[src/rtl/rule110_host_pkg.sv]
// Shared encodings for the rule-110 host controller: command ops, FSM states
// and the bit layout of the target's control pins.
package rule110_host_pkg;

   typedef enum logic [1:0] {
      OP_LOAD = 2'b00,
      OP_RUN  = 2'b01,
      OP_DUMP = 2'b10,
      OP_NOP  = 2'b11
   } op_e;

   typedef enum logic [3:0] {
      S_IDLE,
      S_LD_WAIT,
      S_LD_WR,
      S_RUN,
      S_DP_ADDR,
      S_DP_SYNC1,
      S_DP_SYNC2,
      S_DP_CAP,
      S_DP_OUT,
      S_FIN
   } state_e;

   localparam int unsigned CTRL_WE_N     = 0;
   localparam int unsigned CTRL_HALT_N   = 1;
   localparam int unsigned CTRL_ADDR_LSB = 2;

   localparam logic [7:0] PIN_CTRL_RST = 8'h01;

endpackage

[src/rtl/rule110_pin_sync.sv]
// Two-flop synchronizer for the target's data-out pins; only instantiated
// when PIN_SYNC_EN is defined (target on another clock or off-chip).
module rule110_pin_sync #(
   parameter int unsigned WIDTH = 8
) (
   input  logic             clk,
   input  logic             reset,
   input  logic [WIDTH-1:0] d_i,
   output logic [WIDTH-1:0] q_o
);

   logic [WIDTH-1:0] meta_q;
   logic [WIDTH-1:0] sync_q;

   always_ff @(posedge clk) begin
      if (reset) begin
         meta_q <= '0;
         sync_q <= '0;
      end else begin
         meta_q <= d_i;
         sync_q <= meta_q;
      end
   end

   assign q_o = sync_q;

endmodule

[src/rtl/rule110_host_ctrl.sv]
// Host-side initiator for the rule-110 automaton pins: LOAD / RUN / DUMP.
// Define PIN_SYNC_EN to synchronize pin_q and add two wait states per DUMP byte.
module rule110_host_ctrl
   import rule110_host_pkg::*;
#(
   parameter int unsigned NUM_BLOCKS = 16,
   parameter int unsigned ADDR_BITS  = 6,
   parameter int unsigned CNT_W      = 16
) (
   input  logic             clk,
   input  logic             reset,
   input  logic             cmd_valid,
   output logic             cmd_ready,
   input  logic [1:0]       cmd_op,
   input  logic [CNT_W-1:0] cmd_arg,
   input  logic             wr_valid,
   output logic             wr_ready,
   input  logic [7:0]       wr_data,
   output logic             rd_valid,
   input  logic             rd_ready,
   output logic [7:0]       rd_data,
   output logic             rd_last,
   output logic             busy,
   output logic             done,
   output logic [7:0]       pin_data,
   output logic [7:0]       pin_ctrl,
   input  logic [7:0]       pin_q
);

   localparam logic [ADDR_BITS-1:0] LAST_BLK = ADDR_BITS'(NUM_BLOCKS - 1);
   localparam logic [ADDR_BITS-1:0] BLK_ONE  = ADDR_BITS'(1);
   localparam logic [CNT_W-1:0]     CNT_ONE  = CNT_W'(1);

   state_e               state_q, state_d;
   logic [ADDR_BITS-1:0] blk_q, blk_d;
   logic [CNT_W-1:0]     cnt_q, cnt_d;
   logic [7:0]           pin_data_q, pin_data_d;
   logic                 we_n_q, we_n_d;
   logic                 halt_n_q, halt_n_d;
   logic [ADDR_BITS-1:0] addr_q, addr_d;
   logic [7:0]           rd_data_q, rd_data_d;
   logic [7:0]           cap_src;

   logic cmd_fire;
   logic wr_fire;
   logic rd_fire;

`ifdef PIN_SYNC_EN
   rule110_pin_sync #(
      .WIDTH (8)
   ) u_pin_sync (
      .clk   (clk),
      .reset (reset),
      .d_i   (pin_q),
      .q_o   (cap_src)
   );
`else
   assign cap_src = pin_q;
`endif

   assign cmd_fire = cmd_valid && (state_q == S_IDLE);
   assign wr_fire  = wr_valid && (state_q == S_LD_WAIT);
   assign rd_fire  = rd_ready && (state_q == S_DP_OUT);

   // State register: FSM state plus every registered pin and data output.
   always_ff @(posedge clk) begin
      if (reset) begin
         state_q    <= S_IDLE;
         blk_q      <= '0;
         cnt_q      <= '0;
         pin_data_q <= '0;
         we_n_q     <= 1'b1;
         halt_n_q   <= 1'b0;
         addr_q     <= '0;
         rd_data_q  <= '0;
      end else begin
         state_q    <= state_d;
         blk_q      <= blk_d;
         cnt_q      <= cnt_d;
         pin_data_q <= pin_data_d;
         we_n_q     <= we_n_d;
         halt_n_q   <= halt_n_d;
         addr_q     <= addr_d;
         rd_data_q  <= rd_data_d;
      end
   end

   // Next-state logic.
   always_comb begin
      state_d = state_q;
      blk_d   = blk_q;
      cnt_d   = cnt_q;
      unique case (state_q)
         S_IDLE: begin
            if (cmd_fire) begin
               blk_d = '0;
               unique case (op_e'(cmd_op))
                  OP_LOAD: state_d = S_LD_WAIT;
                  OP_RUN: begin
                     cnt_d   = cmd_arg;
                     state_d = (cmd_arg == '0) ? S_FIN : S_RUN;
                  end
                  OP_DUMP: state_d = S_DP_ADDR;
                  default: state_d = S_FIN;
               endcase
            end
         end
         S_LD_WAIT: begin
            if (wr_fire) begin
               state_d = S_LD_WR;
            end
         end
         S_LD_WR: begin
            blk_d   = blk_q + BLK_ONE;
            state_d = (blk_q == LAST_BLK) ? S_FIN : S_LD_WAIT;
         end
         S_RUN: begin
            cnt_d = cnt_q - CNT_ONE;
            if (cnt_q == CNT_ONE) begin
               state_d = S_FIN;
            end
         end
         S_DP_ADDR: begin
`ifdef PIN_SYNC_EN
            state_d = S_DP_SYNC1;
`else
            state_d = S_DP_CAP;
`endif
         end
         S_DP_SYNC1: state_d = S_DP_SYNC2;
         S_DP_SYNC2: state_d = S_DP_CAP;
         S_DP_CAP:   state_d = S_DP_OUT;
         S_DP_OUT: begin
            if (rd_fire) begin
               if (blk_q == LAST_BLK) begin
                  state_d = S_FIN;
               end else begin
                  blk_d   = blk_q + BLK_ONE;
                  state_d = S_DP_ADDR;
               end
            end
         end
         S_FIN:   state_d = S_IDLE;
         default: state_d = S_IDLE;
      endcase
   end

   // Pin values are decoded from the upcoming state so the registered pins
   // line up with state_q: we_n low exactly in LD_WR, halt_n high exactly in RUN.
   always_comb begin
      pin_data_d = pin_data_q;
      we_n_d     = 1'b1;
      halt_n_d   = 1'b0;
      addr_d     = addr_q;
      rd_data_d  = rd_data_q;
      unique case (state_d)
         S_IDLE: addr_d = '0;
         S_LD_WR: begin
            we_n_d = 1'b0;
            addr_d = blk_d;
         end
         S_RUN:      halt_n_d = 1'b1;
         S_DP_ADDR,
         S_DP_SYNC1,
         S_DP_SYNC2,
         S_DP_CAP,
         S_DP_OUT:   addr_d = blk_d;
         default: ;
      endcase
      if (wr_fire) begin
         pin_data_d = wr_data;
      end
      if (state_q == S_DP_CAP) begin
         rd_data_d = cap_src;
      end
   end

   always_comb begin
      pin_ctrl                                 = '0;
      pin_ctrl[CTRL_WE_N]                      = we_n_q;
      pin_ctrl[CTRL_HALT_N]                    = halt_n_q;
      pin_ctrl[CTRL_ADDR_LSB +: ADDR_BITS]     = addr_q;
   end

   assign pin_data  = pin_data_q;
   assign cmd_ready = (state_q == S_IDLE) && !reset;
   assign wr_ready  = (state_q == S_LD_WAIT);
   assign rd_valid  = (state_q == S_DP_OUT);
   assign rd_last   = (state_q == S_DP_OUT) && (blk_q == LAST_BLK);
   assign rd_data   = rd_data_q;
   assign busy      = (state_q != S_IDLE);
   assign done      = (state_q == S_FIN);

endmodule

[config.mk]
export PLATFORM = sky130hd
export DESIGN_NAME = rule110_host_ctrl
export DESIGN_NICKNAME = d
export VERILOG_FILES = /design/src/rtl/rule110_host_pkg.sv /design/src/rtl/rule110_pin_sync.sv /design/src/rtl/rule110_host_ctrl.sv
export SDC_FILE = /design/constraint.sdc
export NUM_CORES = 1
export LEC_CHECK = 0
export CAP_MARGIN = 15
export CELL_PAD_IN_SITES_DETAIL_PLACEMENT = 1
export CELL_PAD_IN_SITES_GLOBAL_PLACEMENT = 1
export CORE_MARGIN = 1
export CORE_UTILIZATION = 39
export DETAILED_ROUTE_END_ITERATION = 8
export PLACE_DENSITY_LB_ADDON = 0.1
export RECOVER_POWER = 100
export SYNTH_ARGS = -nofsm -noshare
export SYNTH_HDL_FRONTEND = slang
export SYNTH_SLANG_ARGS = --single-unit
[constraint.sdc]
create_clock -name clk -period 5 [get_ports clk]
set_input_delay 1 -clock clk [delete_from_list [all_inputs] [get_ports clk]]
set_output_delay 1 -clock clk [all_outputs]
set_load 0.01 [all_outputs]
==> impl_summary.log <==
[metrics] # Post-CTS Setup Buffers: 0
[metrics] DP Wirelength: 6150 µm
[metrics] I/O pin count: 69
[metrics] CTS tree: yes
[metrics] number of input and output port buffers inserted: 68
[metrics] most repeated cell in the gate-level netlist after synthesis: sky130_fd_sc_hd__dfxtp_1
[metrics] Leak: 0.00136 µW
[metrics] row count: 30
[metrics] area of the die: 0.00763 mm²
[metrics] placeable core region: 0.00691 mm²
[metrics] total number of yosys warnings: 0
[metrics] mean routed wirelength per cell: 17.0 µm
[metrics] share of synthesized flip-flops with an asynchronous set or reset: 0%
[metrics] gate family responsible for the most delay along the worst path: compound AO/OA/AOI/OAI gates
[metrics] CTS Hold Bufs: 0
[metrics] wire length of the first global-routing pass: 14200 µm
[metrics] setup TNS: 0 ps
[metrics] cts bufs inserted: 5
[metrics] sequential cell area fraction in the yosys report: 35.2%
[metrics] H-tree level count: 2
[metrics] Syn-to-layout area delta: 26.6%
[metrics] net total in the final layout: 446
[metrics] number of synthesized flops with an enable pin: 0
[metrics] number of DRC markers in iteration 0: 103
[metrics] Worst Max-Slew Pin Slew: 1290 ps
[metrics] Max Slew Vio Count: 0
[metrics] Critical Path Sink Type: flop
[metrics] clock-pin slew on the worst setup and hold paths: 100 ps
[metrics] aggregate routed wire length: 8540 µm
[metrics] Vert. Die Dim: 87.4 µm
[metrics] result of the run: finished, final reports clean
[metrics] MaxCap Viol Count: 0
[metrics] largest net degree at the start of global routing: 47
[metrics] average vias per placed instance: 5.65
[metrics] insertion delay of the later-clocked pin in the worst-skew pair: 310 ps
[metrics] worst-path cell chain: nor4bb_1 -> clkbuf_1 -> o22a_1 -> nand3_1 -> a31o_1
[metrics] dpl cells: 493
[metrics] post-synthesis area per instance: 7.96 µm²
[metrics] number of detailed-route iterations in the first pass: 4
[metrics] layer with the highest usage: met2
[metrics] Worst setup SP type: flop
[metrics] number of antenna-violating nets in the routed design: 0
[metrics] M3 GR Usage: 4.55%
[metrics] sum of buffers and inverters on the critical path: 1
[metrics] multi-input gate area in the final layout: 0.00163 mm²
[metrics] vias in the first global route: 2940
[metrics] layout cell share with drive strength beyond 1: 4.69%
[metrics] predominant post-synthesis flop cell: sky130_fd_sc_hd__dfxtp_1
[metrics] post-synthesis cell type with the largest combined area: sky130_fd_sc_hd__dfxtp_1
[metrics] most frequent cells after synthesis: 50 x sky130_fd_sc_hd__dfxtp_1, 42 x sky130_fd_sc_hd__nand2_1, 33 x sky130_fd_sc_hd__a21oi_1, 33 x sky130_fd_sc_hd__nor2_1, 20 x sky130_fd_sc_hd__o21ai_0
[metrics] worst rel slew slack: 13.7%
[metrics] top achievable clock speed: 0.288 GHz
[metrics] ratio of total power to cell area: 296 mW/mm²
[metrics] routing usage on met2: 38.9%
[metrics] worst min path class: flop to flop
[metrics] Root Buffer Master: sky130_fd_sc_hd__clkbuf_8
[metrics] Global Route met1 Usage: 31.9%
[metrics] Worst Path Max Fanout: 29
[metrics] CP max stage cell: sky130_fd_sc_hd__clkbuf_1
[metrics] most area-consuming cells after synthesis: sky130_fd_sc_hd__dfxtp_1 35%, sky130_fd_sc_hd__a21oi_1 5.8%, sky130_fd_sc_hd__nand2_1 5.5%
[metrics] routed via count: 2833
[metrics] endpoint arrival time on the critical path: 3680 ps
[metrics] net count after synthesis: 399
[metrics] maximum VDD drop: 153 µV
[metrics] crit path kind: flop to flop
[metrics] top-area cell type share of the netlist area: 35.2%
[metrics] final count of hold timing violations: 0
[metrics] Critical Path RT: 5210 ps
[metrics] Setup-failing EPs final: 0
[metrics] post-route insts no fill: 501
[metrics] overall fraction of global-route tracks in use: 23.8%
[metrics] fillers: 876
[metrics] last weighted congestion value of the routability-driven placer: 0.871
[metrics] Max stage delay on crit path: 980 ps
[metrics] Period minus WS final: 3470 ps
[metrics] area of the mapped netlist: 0.00284 mm²
[metrics] buffer levels on the longest clock path: 2
[metrics] Post-route DRC: 0
[metrics] number of antenna violations at the first check in global routing: 0
[metrics] count of different cell masters after synthesis: 65
[metrics] Gates resized, CTS repair: 0
[metrics] Die X: 87.4 µm
[metrics] diode insertion count for antenna repair: 0
[metrics] Yosys reg bits: 50
[metrics] Reg area: 0.00100 mm²
[metrics] Post-Synthesis Cells: 357
[metrics] final global-route overflow total: 0
[metrics] total number of clock tree sinks: 50
[metrics] Starting Density: 41.1%
[metrics] worst clock skew on the final layout: 7.91 ps
[metrics] RSZ-0062 raised after global routing: false
[metrics] final cycle utilization of the critical path: 69.4%
cells by family after synthesis:
| group | share of synthesized area (%) |
|---|---|
| AOI/OAI and AO/OA | 26.1 |
| xor gates and xnor gates | 0.308 |
| adders and majority gates | 1.32 |
| buffers and inverters | 6.69 |
| DFF | 35.2 |
| muxes | 3.17 |
| and+or+nand+nor | 27.2 |
report_power, final:
part / leakage (µW) / internal (µW) / switching (µW) / total [µW]
combinational: 0.000891 / 128 / 174 / 301
clock: 0.0000587 / 152 / 150 / 302
sequential: 0.000405 / 424 / 37.3 / 461
final cells by class:
| type | count | area share [%] |
|---|---|---|
| Clock inverter | 3 | 1.32 |
| Inverter | 10 | 1.04 |
| Timing Repair Buffer | 70 | 19.1 |
| Tap cell | 96 | 3.34 |
| Multi-Input combinational cell | 267 | 45.4 |
| Clock buffer | 5 | 1.91 |
| Sequential cell | 50 | 27.8 |
registers in the layout (all words and copies together) (netlist names):
signal	count
state_q	4
halt_n_q	1
addr_q	6
we_n_q	1
pin_data	8
blk_q	6
cnt_q	16
rd_data	8
per-layer routing:
layer  share of wire, %  routed length (µm)
met5                  0                   0
met3                4.9                 417
met1                 48                4080
met4                1.0                  88
met2                 46                3950
cell usage in the layout (no fill, tap or decap), drive strengths merged, types with 5 or more instances in the layout:
cell type / synthesis / final
dfxtp: 50 / 50
nand2: 42 / 42
clkdlybuf4s50: 0 / 34
nor2: 33 / 33
a21oi: 33 / 33
dlygate4sd3: 0 / 33
o21ai: 21 / 21
nor3: 11 / 11
nand3: 11 / 11
inv: 10 / 11
mux2i: 9 / 9
a211oi: 9 / 9
nor4: 8 / 8
clkbuf: 13 / 6
o32ai: 5 / 5
nand4: 5 / 5
o22ai: 5 / 5
stage by stage:
step                      worst slack [ps]  hold slack [ps]  power (µW)  area, µm²  utilization [%]
after floorplan                       2340              450         674       2840                -
after global placement                2080              444         773       3510             50.9
after detailed placement              2000              456         779       3510             50.9
after CTS                             1750              474        1080       3630             52.6
after global routing                  1230              498        1130       3600             52.1
final                                 1530              465        1060       3600             52.1
tightest hold or removal path, cell delays in order (launching register included):
cell and delay [ps]:
sky130_fd_sc_hd__dfxtp_1 320, sky130_fd_sc_hd__nand2_1 50, sky130_fd_sc_hd__a21oi_1 50
path summary, 6_finish.rpt:
path                      startpoint                      end  slack, ps  cells past startpoint
max            state_q[1]$_SDFF_PP0_   cnt_q[14]$_SDFFE_PP0P_       1530                      5
min          rd_data[1]$_SDFFE_PP0N_  rd_data[1]$_SDFFE_PP0N_        460                      2
max reg2reg    state_q[1]$_SDFF_PP0_   cnt_q[14]$_SDFFE_PP0P_       1530                      5
min reg2reg  rd_data[1]$_SDFFE_PP0N_  rd_data[1]$_SDFFE_PP0N_        460                      2
(Power assumes the default switching activity.)
